### src/rtl/serial_sum_node_if.sv
// Purpose: handshake bundle for the bit-serial sum node.
// Ports: per-channel IN_REQ/IN_ACK/IN_DATA; result side OUT_REQ/OUT_ACK/OUT_DATA/OUT_OVF.
// slave = node side (drives IN_REQ and the OUT_* outputs); master = producers and consumer.
interface serial_sum_node_if #(
  parameter int NUM_IN = 3
);
  logic [NUM_IN-1:0] IN_REQ;
  logic [NUM_IN-1:0] IN_ACK;
  logic [NUM_IN-1:0] IN_DATA;
  logic              OUT_REQ;
  logic              OUT_ACK;
  logic              OUT_DATA;
  logic              OUT_OVF;

  modport slave (
    output IN_REQ,
    input  IN_ACK,
    input  IN_DATA,
    input  OUT_REQ,
    output OUT_ACK,
    output OUT_DATA,
    output OUT_OVF
  );

  modport master (
    input  IN_REQ,
    output IN_ACK,
    output IN_DATA,
    output OUT_REQ,
    input  OUT_ACK,
    input  OUT_DATA,
    input  OUT_OVF
  );
endinterface

### src/rtl/serial_sum_node.sv
// Purpose: sums NUM_IN bit-serial words (LSB first) and returns the sum bit-serially.
// Latency: last input bit at edge t -> result loaded at t+1 -> OUT_ACK in cycle after t+2.
// Backpressure: channels stay FULL (IN_REQ=0) while the result buffer is occupied.
// Ports: CLK, RSTB (async active-low), bus (serial_sum_node_if.slave).
module serial_sum_node #(
  parameter int NUM_IN = 3,
  parameter int WIDTH  = 8,
  parameter bit SAT    = 1'b0
) (
  input  logic              CLK,
  input  logic              RSTB,
  serial_sum_node_if.slave  bus
);
  localparam int SW = WIDTH + $clog2(NUM_IN);
  localparam int CW = $clog2(WIDTH);

  typedef enum logic [1:0] {CH_IDLE, CH_SHIFT, CH_FULL} ch_state_t;
  typedef enum logic [1:0] {BUF_EMPTY, BUF_HOLD, BUF_ACK, BUF_SEND} buf_state_t;

  ch_state_t        ch_q      [NUM_IN];
  ch_state_t        ch_d      [NUM_IN];
  logic [CW-1:0]    bit_cnt_q [NUM_IN];
  logic [WIDTH-1:0] sreg_q    [NUM_IN];

  buf_state_t       buf_q;
  buf_state_t       buf_d;
  logic [WIDTH-1:0] res_q;
  logic             ovf_q;
  logic [CW-1:0]    out_cnt_q;

  logic             all_full;
  logic             load;
  logic [SW-1:0]    sum;
  logic             sum_ovf;
  logic [WIDTH-1:0] sum_res;
  logic [NUM_IN-1:0] in_req_c;

  // Full-width sum of all channel words; only meaningful when every channel is FULL.
  always_comb begin
    all_full = 1'b1;
    sum      = '0;
    for (int k = 0; k < NUM_IN; k++) begin
      all_full = all_full & (ch_q[k] == CH_FULL);
      sum      = sum + SW'(sreg_q[k]);
    end
  end

  assign load    = all_full && (buf_q == BUF_EMPTY);
  assign sum_ovf = |sum[SW-1:WIDTH];
  assign sum_res = (SAT && sum_ovf) ? {WIDTH{1'b1}} : sum[WIDTH-1:0];

  // Channel FSMs: IN_ACK is only looked at in IDLE.
  always_comb begin
    for (int k = 0; k < NUM_IN; k++) begin
      ch_d[k]     = ch_q[k];
      in_req_c[k] = (ch_q[k] == CH_IDLE);
      unique case (ch_q[k])
        CH_IDLE:  if (bus.IN_ACK[k]) ch_d[k] = CH_SHIFT;
        CH_SHIFT: if (bit_cnt_q[k] == CW'(WIDTH - 1)) ch_d[k] = CH_FULL;
        CH_FULL:  if (load) ch_d[k] = CH_IDLE;
        default:  ch_d[k] = CH_IDLE;
      endcase
    end
  end

  assign bus.IN_REQ = in_req_c;

  // Words enter at the MSB and shift right, so after WIDTH bits bit 0 sits at the LSB.
  always_ff @(posedge CLK or negedge RSTB) begin
    if (!RSTB) begin
      for (int k = 0; k < NUM_IN; k++) begin
        ch_q[k]      <= CH_IDLE;
        bit_cnt_q[k] <= '0;
        sreg_q[k]    <= '0;
      end
    end else begin
      for (int k = 0; k < NUM_IN; k++) begin
        ch_q[k] <= ch_d[k];
        if ((ch_q[k] == CH_IDLE && bus.IN_ACK[k]) || ch_q[k] == CH_SHIFT) begin
          sreg_q[k]    <= {bus.IN_DATA[k], sreg_q[k][WIDTH-1:1]};
          bit_cnt_q[k] <= (ch_q[k] == CH_IDLE) ? CW'(1) : bit_cnt_q[k] + CW'(1);
        end
      end
    end
  end

  // Result buffer: OUT_REQ is a level and only matters in HOLD.
  always_comb begin
    buf_d = buf_q;
    unique case (buf_q)
      BUF_EMPTY: if (load) buf_d = BUF_HOLD;
      BUF_HOLD:  if (bus.OUT_REQ) buf_d = BUF_ACK;
      BUF_ACK:   buf_d = BUF_SEND;
      BUF_SEND:  if (out_cnt_q == CW'(WIDTH - 1)) buf_d = BUF_EMPTY;
      default:   buf_d = BUF_EMPTY;
    endcase
  end

  // Outputs decode straight from state so reset clears them without waiting for a clock.
  assign bus.OUT_ACK  = (buf_q == BUF_ACK);
  assign bus.OUT_OVF  = (buf_q == BUF_ACK) & ovf_q;
  assign bus.OUT_DATA = (buf_q == BUF_SEND) & res_q[0];

  always_ff @(posedge CLK or negedge RSTB) begin
    if (!RSTB) begin
      buf_q     <= BUF_EMPTY;
      res_q     <= '0;
      ovf_q     <= 1'b0;
      out_cnt_q <= '0;
    end else begin
      buf_q <= buf_d;
      if (load) begin
        res_q <= sum_res;
        ovf_q <= sum_ovf;
      end
      if (buf_q == BUF_ACK) begin
        out_cnt_q <= '0;
      end else if (buf_q == BUF_SEND) begin
        res_q     <= res_q >> 1;
        out_cnt_q <= out_cnt_q + CW'(1);
      end
    end
  end
endmodule

### src/flat_wrapper.sv
// flat-port wrapper written by rule: the top's interface ports become plain ports
module serial_sum_node_flat 
#(
  parameter int NUM_IN = 3,
  parameter int WIDTH  = 8,
  parameter bit SAT    = 1'b0
)
  (CLK, RSTB, bus_IN_REQ, bus_IN_ACK, bus_IN_DATA, bus_OUT_REQ, bus_OUT_ACK, bus_OUT_DATA, bus_OUT_OVF);
  serial_sum_node_if #(.NUM_IN(NUM_IN)) bus_i ();
  input  logic CLK;
  input  logic RSTB;
  output wire logic [$bits(bus_i.IN_REQ)-1:0] bus_IN_REQ;
  input wire logic [$bits(bus_i.IN_ACK)-1:0] bus_IN_ACK;
  input wire logic [$bits(bus_i.IN_DATA)-1:0] bus_IN_DATA;
  input wire logic [$bits(bus_i.OUT_REQ)-1:0] bus_OUT_REQ;
  output wire logic [$bits(bus_i.OUT_ACK)-1:0] bus_OUT_ACK;
  output wire logic [$bits(bus_i.OUT_DATA)-1:0] bus_OUT_DATA;
  output wire logic [$bits(bus_i.OUT_OVF)-1:0] bus_OUT_OVF;
  assign bus_IN_REQ = bus_i.IN_REQ;
  assign bus_i.IN_ACK = bus_IN_ACK;
  assign bus_i.IN_DATA = bus_IN_DATA;
  assign bus_i.OUT_REQ = bus_OUT_REQ;
  assign bus_OUT_ACK = bus_i.OUT_ACK;
  assign bus_OUT_DATA = bus_i.OUT_DATA;
  assign bus_OUT_OVF = bus_i.OUT_OVF;
  serial_sum_node #(.NUM_IN(NUM_IN), .WIDTH(WIDTH), .SAT(SAT)) u_core (.CLK(CLK), .RSTB(RSTB), .bus(bus_i));
endmodule
### config.mk
export PLATFORM = sky130hd
export DESIGN_NAME = serial_sum_node_flat
export DESIGN_NICKNAME = d
export VERILOG_FILES = /design/src/rtl/serial_sum_node_if.sv /design/src/rtl/serial_sum_node.sv /design/src/flat_wrapper.sv
export SDC_FILE = /design/constraint.sdc
export NUM_CORES = 1
export LEC_CHECK = 0
export CAP_MARGIN = 30
export CORE_AREA = 2 2 82 100
export CTS_CLUSTER_SIZE = 14
export DETAILED_ROUTE_END_ITERATION = 16
export DIE_AREA = 0 0 84 102
export SETUP_SLACK_MARGIN = 0.4
export SLEW_MARGIN = 20
export SYNTH_ARGS = -nofsm -noshare
export SYNTH_HDL_FRONTEND = slang
export SYNTH_SLANG_ARGS = --single-unit
export TNS_END_PERCENT = 20
### constraint.sdc
create_clock -name CLK -period 6.06 [get_ports CLK]
set_input_delay 1.212 -clock CLK [delete_from_list [all_inputs] [get_ports CLK]]
set_output_delay 1.212 -clock CLK [all_outputs]
set_load 0.03 [all_outputs]
**After elaboration in Yosys (flattened, before gate mapping)**

Index checks and enable logic that the tools add are counted.

- Add/subtract/negate cells: 6
- Multipliers: 0
- Divide/modulo/power cells: 0
- Order comparisons: 0
- Eq/ne operators: 25
- Shift-type cells: 0
- Muxes and demuxes: 22
- Bitwise logic cells: 4
- Reductions and logical operators: 17

Operators by type and width:

| cell | count |
|---|---|
| two-way mux 8 bit | 3 |
| inequality test 2 x 1 -> 1 bit (second input constant) | 11 |
| two-way mux 2 bit | 10 |
| case mux 2 bit (3 select lines) | 3 |
| two-way mux 3 bit | 5 |
| adder 3 x 1 -> 3 bit (second input constant) | 4 |
| == test 3 bit (second input constant) | 4 |
| AND reduction 3 bit | 4 |
| adder 10 x 8 -> 10 bit | 1 |
| == test 2 bit (second input constant) | 5 |
| adder 8 x 8 -> 9 bit | 1 |
| == test 2 x 1 -> 1 bit (second input constant) | 4 |
| zero test 2 bit | 4 |
| case mux 2 bit (4 select lines) | 1 |
| AND 1 bit | 4 |
| logical AND 1 bit | 4 |
| logical OR 1 bit | 3 |
| inequality test 2 bit (second input constant) | 1 |
| nonzero test 2 bit | 1 |
| OR reduction 2 bit | 1 |

- Register bits after elaboration: 53
- Latch bits: 0
- RAM bits: 0
- ROM bits: 0
- Input port bits: 9
- Output and inout port bits: 6
- Word-level logic and storage cells: 87
- Memories kept: 0

**Depth between registers and ports, before layout**

- Depth after elaboration: 7
- Depth in mapped cells: 13
- Depth with buffers taken out: 13

**Worst setup path after synthesis**

No wires, ideal clock.

- Path kind: register -> register
- Start point: register u_core.sreg_q[8] (netlist bit)
- End point: register u_core.ovf_q
- Arrival: 2.518 ns
- Required time: 5.932 ns
- Slack: 3.413 ns
- Stages on the path, launching flop included: 14
- Buffers on the path: 0
- Clock period less this slack: 2.647 ns
- Cells stage by stage: dfrtp_1 > ha_1 > fa_1 > nand2_1 > a21oi_2 > o21a_1 > nor2_1 > xnor2_1 > ha_1 > a21oi_1 > o211ai_1 > nand2_1 > nor4b_1 > o31ai_2

- Cells in the longest elaborated chain, start to end: 3

Ends and longest elaborated chain:

| item | RTL line | text |
|---|---|---|
| start, declared | serial_sum_node.sv:23 | `logic [WIDTH-1:0] sreg_q [NUM_IN];` |
| start signal, assigned by index | serial_sum_node.sv:80 | `sreg_q[k] <= {bus.IN_DATA[k], sreg_q[k][WIDTH-1:1]};` |
| adder 8 x 8 -> 9 bit | serial_sum_node.sv:44 | `sum = sum + SW'(sreg_q[k]);` |
| adder 10 x 8 -> 10 bit | serial_sum_node.sv:44 |  |
| OR reduction 2 bit | serial_sum_node.sv:49 | `assign sum_ovf = \|sum[SW-1:WIDTH];` |
| end signal, assigned | serial_sum_node.sv:114 | `ovf_q <= sum_ovf;` |
| end, declared | serial_sum_node.sv:28 | `logic ovf_q;` |

Every way passes these cells.
A chain may end at the register's enable or synchronous reset.

**Worst setup path in the final report**

- Start point: register u_core.buf_q[0]
- End point: output port bus_OUT_OVF

- Cells in the longest elaborated chain, start to end: 2

Ends and longest elaborated chain:

| item | RTL line | text |
|---|---|---|
| start, declared | serial_sum_node.sv:25 | `buf_state_t buf_q;` |
| start signal, assigned | serial_sum_node.sv:111 | `buf_q <= buf_d;` |
| == test 2 bit | serial_sum_node.sv:101 | `assign bus.OUT_OVF = (buf_q == BUF_ACK) & ovf_q;` |
| AND 1 bit | serial_sum_node.sv:101 |  |
| end, declared | flat_wrapper.sv:18 | `output wire logic [$bits(bus_i.OUT_OVF)-1:0] bus_OUT_OVF;` |

Every way passes these cells.

==> impl.org <==
** Clocking
- In this run the deepest clock path goes through 2 buffers.
- The number of hold buffers added after CTS was 0.
- The clock drives 53 sinks.
- After clock tree synthesis, the repair step resized 0 gates.
- Clock input transition at the sequential cells of the worst setup and hold paths :: 0.09 ns
- The number of clock buffers added by TritonCTS is 5.
- Root buffer cell :: clkbuf_8
- Once the clock tree was built, the setup fixing pass inserted 0 buffers.
- Clock latency on the worst-skew pair, taken at its later pin, is 0.30 ns.
- Clock tree from TritonCTS :: done
- The H-tree generated during clock tree synthesis spans 2 levels.

** Worst setup path
- Worst setup path startpoint :: u_core.buf_q[0]
- Kind of end point of the critical path :: primary output
- The signal on the critical path passes through inv_1 -> ha_1 -> and2_1 -> clkdlybuf4s50_1.
- The number of cells on the worst reg-to-reg path is 13.
- Max incr delay on CP :: 0.66 ns
- Setup slack on the worst reg-to-reg path comes out at 3.19 ns.
- Worst reg2reg path startpoint :: u_core.sreg_q[8]
- Startpoint kind of the worst setup timing path :: flip-flop
- The worst setup path is of the flip-flop to primary output kind.
- Worst flop-to-flop path endpoint :: u_core.ovf_q
- STA puts the critical path data required time at 4.85 ns.
- Of all nets on the critical path, the largest fanout is 8.
- Max stage delay cell, worst path :: clkdlybuf4s50_1
- Critical Path AT :: 2.01 ns

** Synthesis
- Syn Area/Cell :: 11.3 sq um
- Sequential area share after synthesis :: 0.443
- Number of synthesized register bits :: 53
- Post-synth cell types :: 40
- The synthesized-area fraction occupied by ao, oa, aoi and oai cells is 0.132.
- Of the total synthesized cell area, the portion taken by full adders, half adders and majority gates is 0.135.
- During synthesis, Yosys emitted a total of 0 warnings.
- After synthesis, the largest family of logic cells by area is multiplexers.
- When the netlist entered floorplanning its net count stood at 304.
- Portion of netlist area occupied by mux cells :: 0.138
- Xor/xnor share of the synthesized area :: 0.0234
- Post-Syn Instances :: 264
- The mapped netlist covers 2990 sq um.
- Simple-gate portion of the synthesized area :: 0.101

** Placement
- Input and output buffers added on the ports amount to 14.
- Worst slack after detailed placement :: 3.13 ns
- At the end of routability-driven placement, the weighted congestion stood at 0.757.
- HPWL after detailed placement :: 3720 um

** Finish
- Compared with the post-synthesis result, the final layout area differs by 11.3%.
- The filler cells instantiated in the layout total 735.
- For this run, the share of the core covered by cells in the final layout is 0.439.
- Of the cells placed in the final design, the portion with a size suffix greater than 1 is 0.168.
- Antenna cells :: 0
- Net total in the final layout :: 319

** Job
- The tool flagged a number of max-cap violations equal to 0.

** Floorplan
- The floorplan has 35 rows.
- The die is 84 um wide.
- The die covers 8570 sq um.
- From bottom edge to top edge, the die measures 102 um.
- Core footprint :: 7580 sq um
- Effective utilization at floorplan :: 0.395
- I/O pins :: 15

** STA
- Slew at the pin with the worst max-slew slack :: 0.910 ns
- Derived from the worst setup path, the maximum achievable clock frequency is 0.311 GHz.
- In this run the tightest slew margin relative to its limit is 0.392.
- The count of final max-slew check failures came to 0.
- Final setup violation count :: 0
- Final worst hold slack :: 0.481 ns
- Post-route clock period utilization :: 0.531
- Between clock sinks in the finished design, the worst skew comes to 0.00335 ns.
- Across all setup checks in the final design, the least slack found is 2.84 ns.
- Summed negative setup slack over all endpoints :: 0 ns
- Final Hold Viols :: 0
- Setup repair after global routing missed its margin :: false
- Final critical-path required period :: 3.22 ns

** Route
- For this block, the via count after detailed routing is 1928.
- The routed design has 5000 um of wire.
- Post-detailed-route via-to-cell ratio :: 5.18
- Starting DRT DRC Count :: 52
- Final routed wire length divided by cell count :: 13.4 um
- Before antenna repair, the detailed router went through 4 iterations.
- The count of nets left with antenna violations once routing finished came out at 0.
- Number of remaining DRC errors :: 0

** Hold path
- Number of cells on the worst hold path :: 1
- The startpoint identified for the worst hold timing path is u_core.bit_cnt_q[0].
- The min-delay analysis places its worst path in the category flip-flop to flip-flop.
- Worst Hold Endpoint :: u_core.bit_cnt_q[0]

** Global route
- Vias in the first global route :: 1985
- Maximum number of pins on one net before global-route repair :: 54
- The first global-routing pass estimated 9080 um of wire.
- For this run, the total global-route usage over all layers was measured as 0.130.
- Global routing finished with a remaining overflow of 0.
- Number of antenna violations at the first check in global routing :: 0

** Status
- Status :: finished clean
## Yosys cell counts, drive strengths merged
cell type  instances  share of area
o211ai             1         0.0025
o21bai             6          0.015
and2               2         0.0042
o31ai              2         0.0067
nor4b              2         0.0079
or3                1         0.0021
fa                 2          0.013
o41ai              2         0.0084
ha                29           0.12
o21ai             10          0.017
a22o               8          0.023
nand2             15          0.019
xor2               2         0.0059
nand2b             2         0.0042
inv                7         0.0088
a21oi             13          0.023
nor3               3         0.0050
nor2              25          0.031
a211oi             5          0.016
nand3              6          0.010
buf               10          0.019
nor2b              6          0.015
xnor2              6          0.018
mux2              25          0.094
mux2i             13          0.043
o221ai             1         0.0050
nand4              1         0.0021
o21a               3         0.0075
a21o               3         0.0079
dfrtp             53           0.44
## layout by cell type, fill, tap and decap left out, drive strengths merged, types with 7 or more instances in the layout
cell type / instances
o21ai: 10
clkbuf: 8
dfrtp: 53
a22o: 8
a21oi: 13
inv: 7
nand2: 15
ha: 29
mux2: 25
clkdlybuf4s50: 13
mux2i: 13
nor2: 25
## worst max-delay path by stage
stage | slack (ns) | cells past startpoint | end
6_report | 2.84 | 4 | bus_OUT_OVF
5_1_grt | 2.71 | 4 | bus_OUT_OVF
4_1_cts | 2.80 | 4 | bus_OUT_OVF
3_5_place_dp | 3.13 | 3 | u_core.sreg_q[9]
3_3_place_gp | 3.16 | 4 | bus_OUT_OVF
2_1_floorplan | 3.41 | 13 | u_core.ovf_q
## logic make-up after synthesis
family | after synthesis
buf+inv | 17
flops | 53
simple gates | 63
compound gates | 54
xor+xnor | 8
mux | 38
fa+ha+maj | 31
## stage by stage
stage / cells / instance area, sq um
2_1_floorplan: 264 / 2990
3_3_place_gp: 362 / 3200
3_5_place_dp: 362 / 3200
4_1_cts: 370 / 3320
5_1_grt: 372 / 3330
6_report: 372 / 3330
## cell type report
type | instances | area [sq um] | share of cell area
inverters | 7 | 26.3 | 0.00789
flip-flops and latches | 53 | 1330 | 0.398
repair buffers | 18 | 163 | 0.0489
clock buffers | 7 | 86.3 | 0.0259
multi-input cells | 194 | 1580 | 0.475
well taps | 92 | 115 | 0.0346
clock inverters | 1 | 30.0 | 0.00902
## worst max-delay path: cells and delay by family (launching register included)
family                     cells  cell delay, ns
buffers and inverters          2            0.79
DFF                            1            0.42
adders and majority gates      1            0.32
and+or+nand+nor                1            0.18
## state kept, by name, indices dropped and copies added, names as in the netlist
signal,count
u_core.ch_q,6
u_core.sreg_q,24
u_core.ovf_q,1
u_core.out_cnt_q,3
u_core.buf_q,2
u_core.res_q,8
u_core.bit_cnt_q,9
## routing by layer
metal  up-vias  share of wire  wire length (um)  GRT usage
li1        972              -                 -          -
met1       929           0.46              2320      0.158
met3         7          0.027               136     0.0283
met4         0          0.021               105     0.0484
met2        20           0.49              2440      0.230
met5         -              0                 0          0
Power is not shown: default switching activity piles up to over one toggle a cycle in this logic, so the estimate is an artifact.
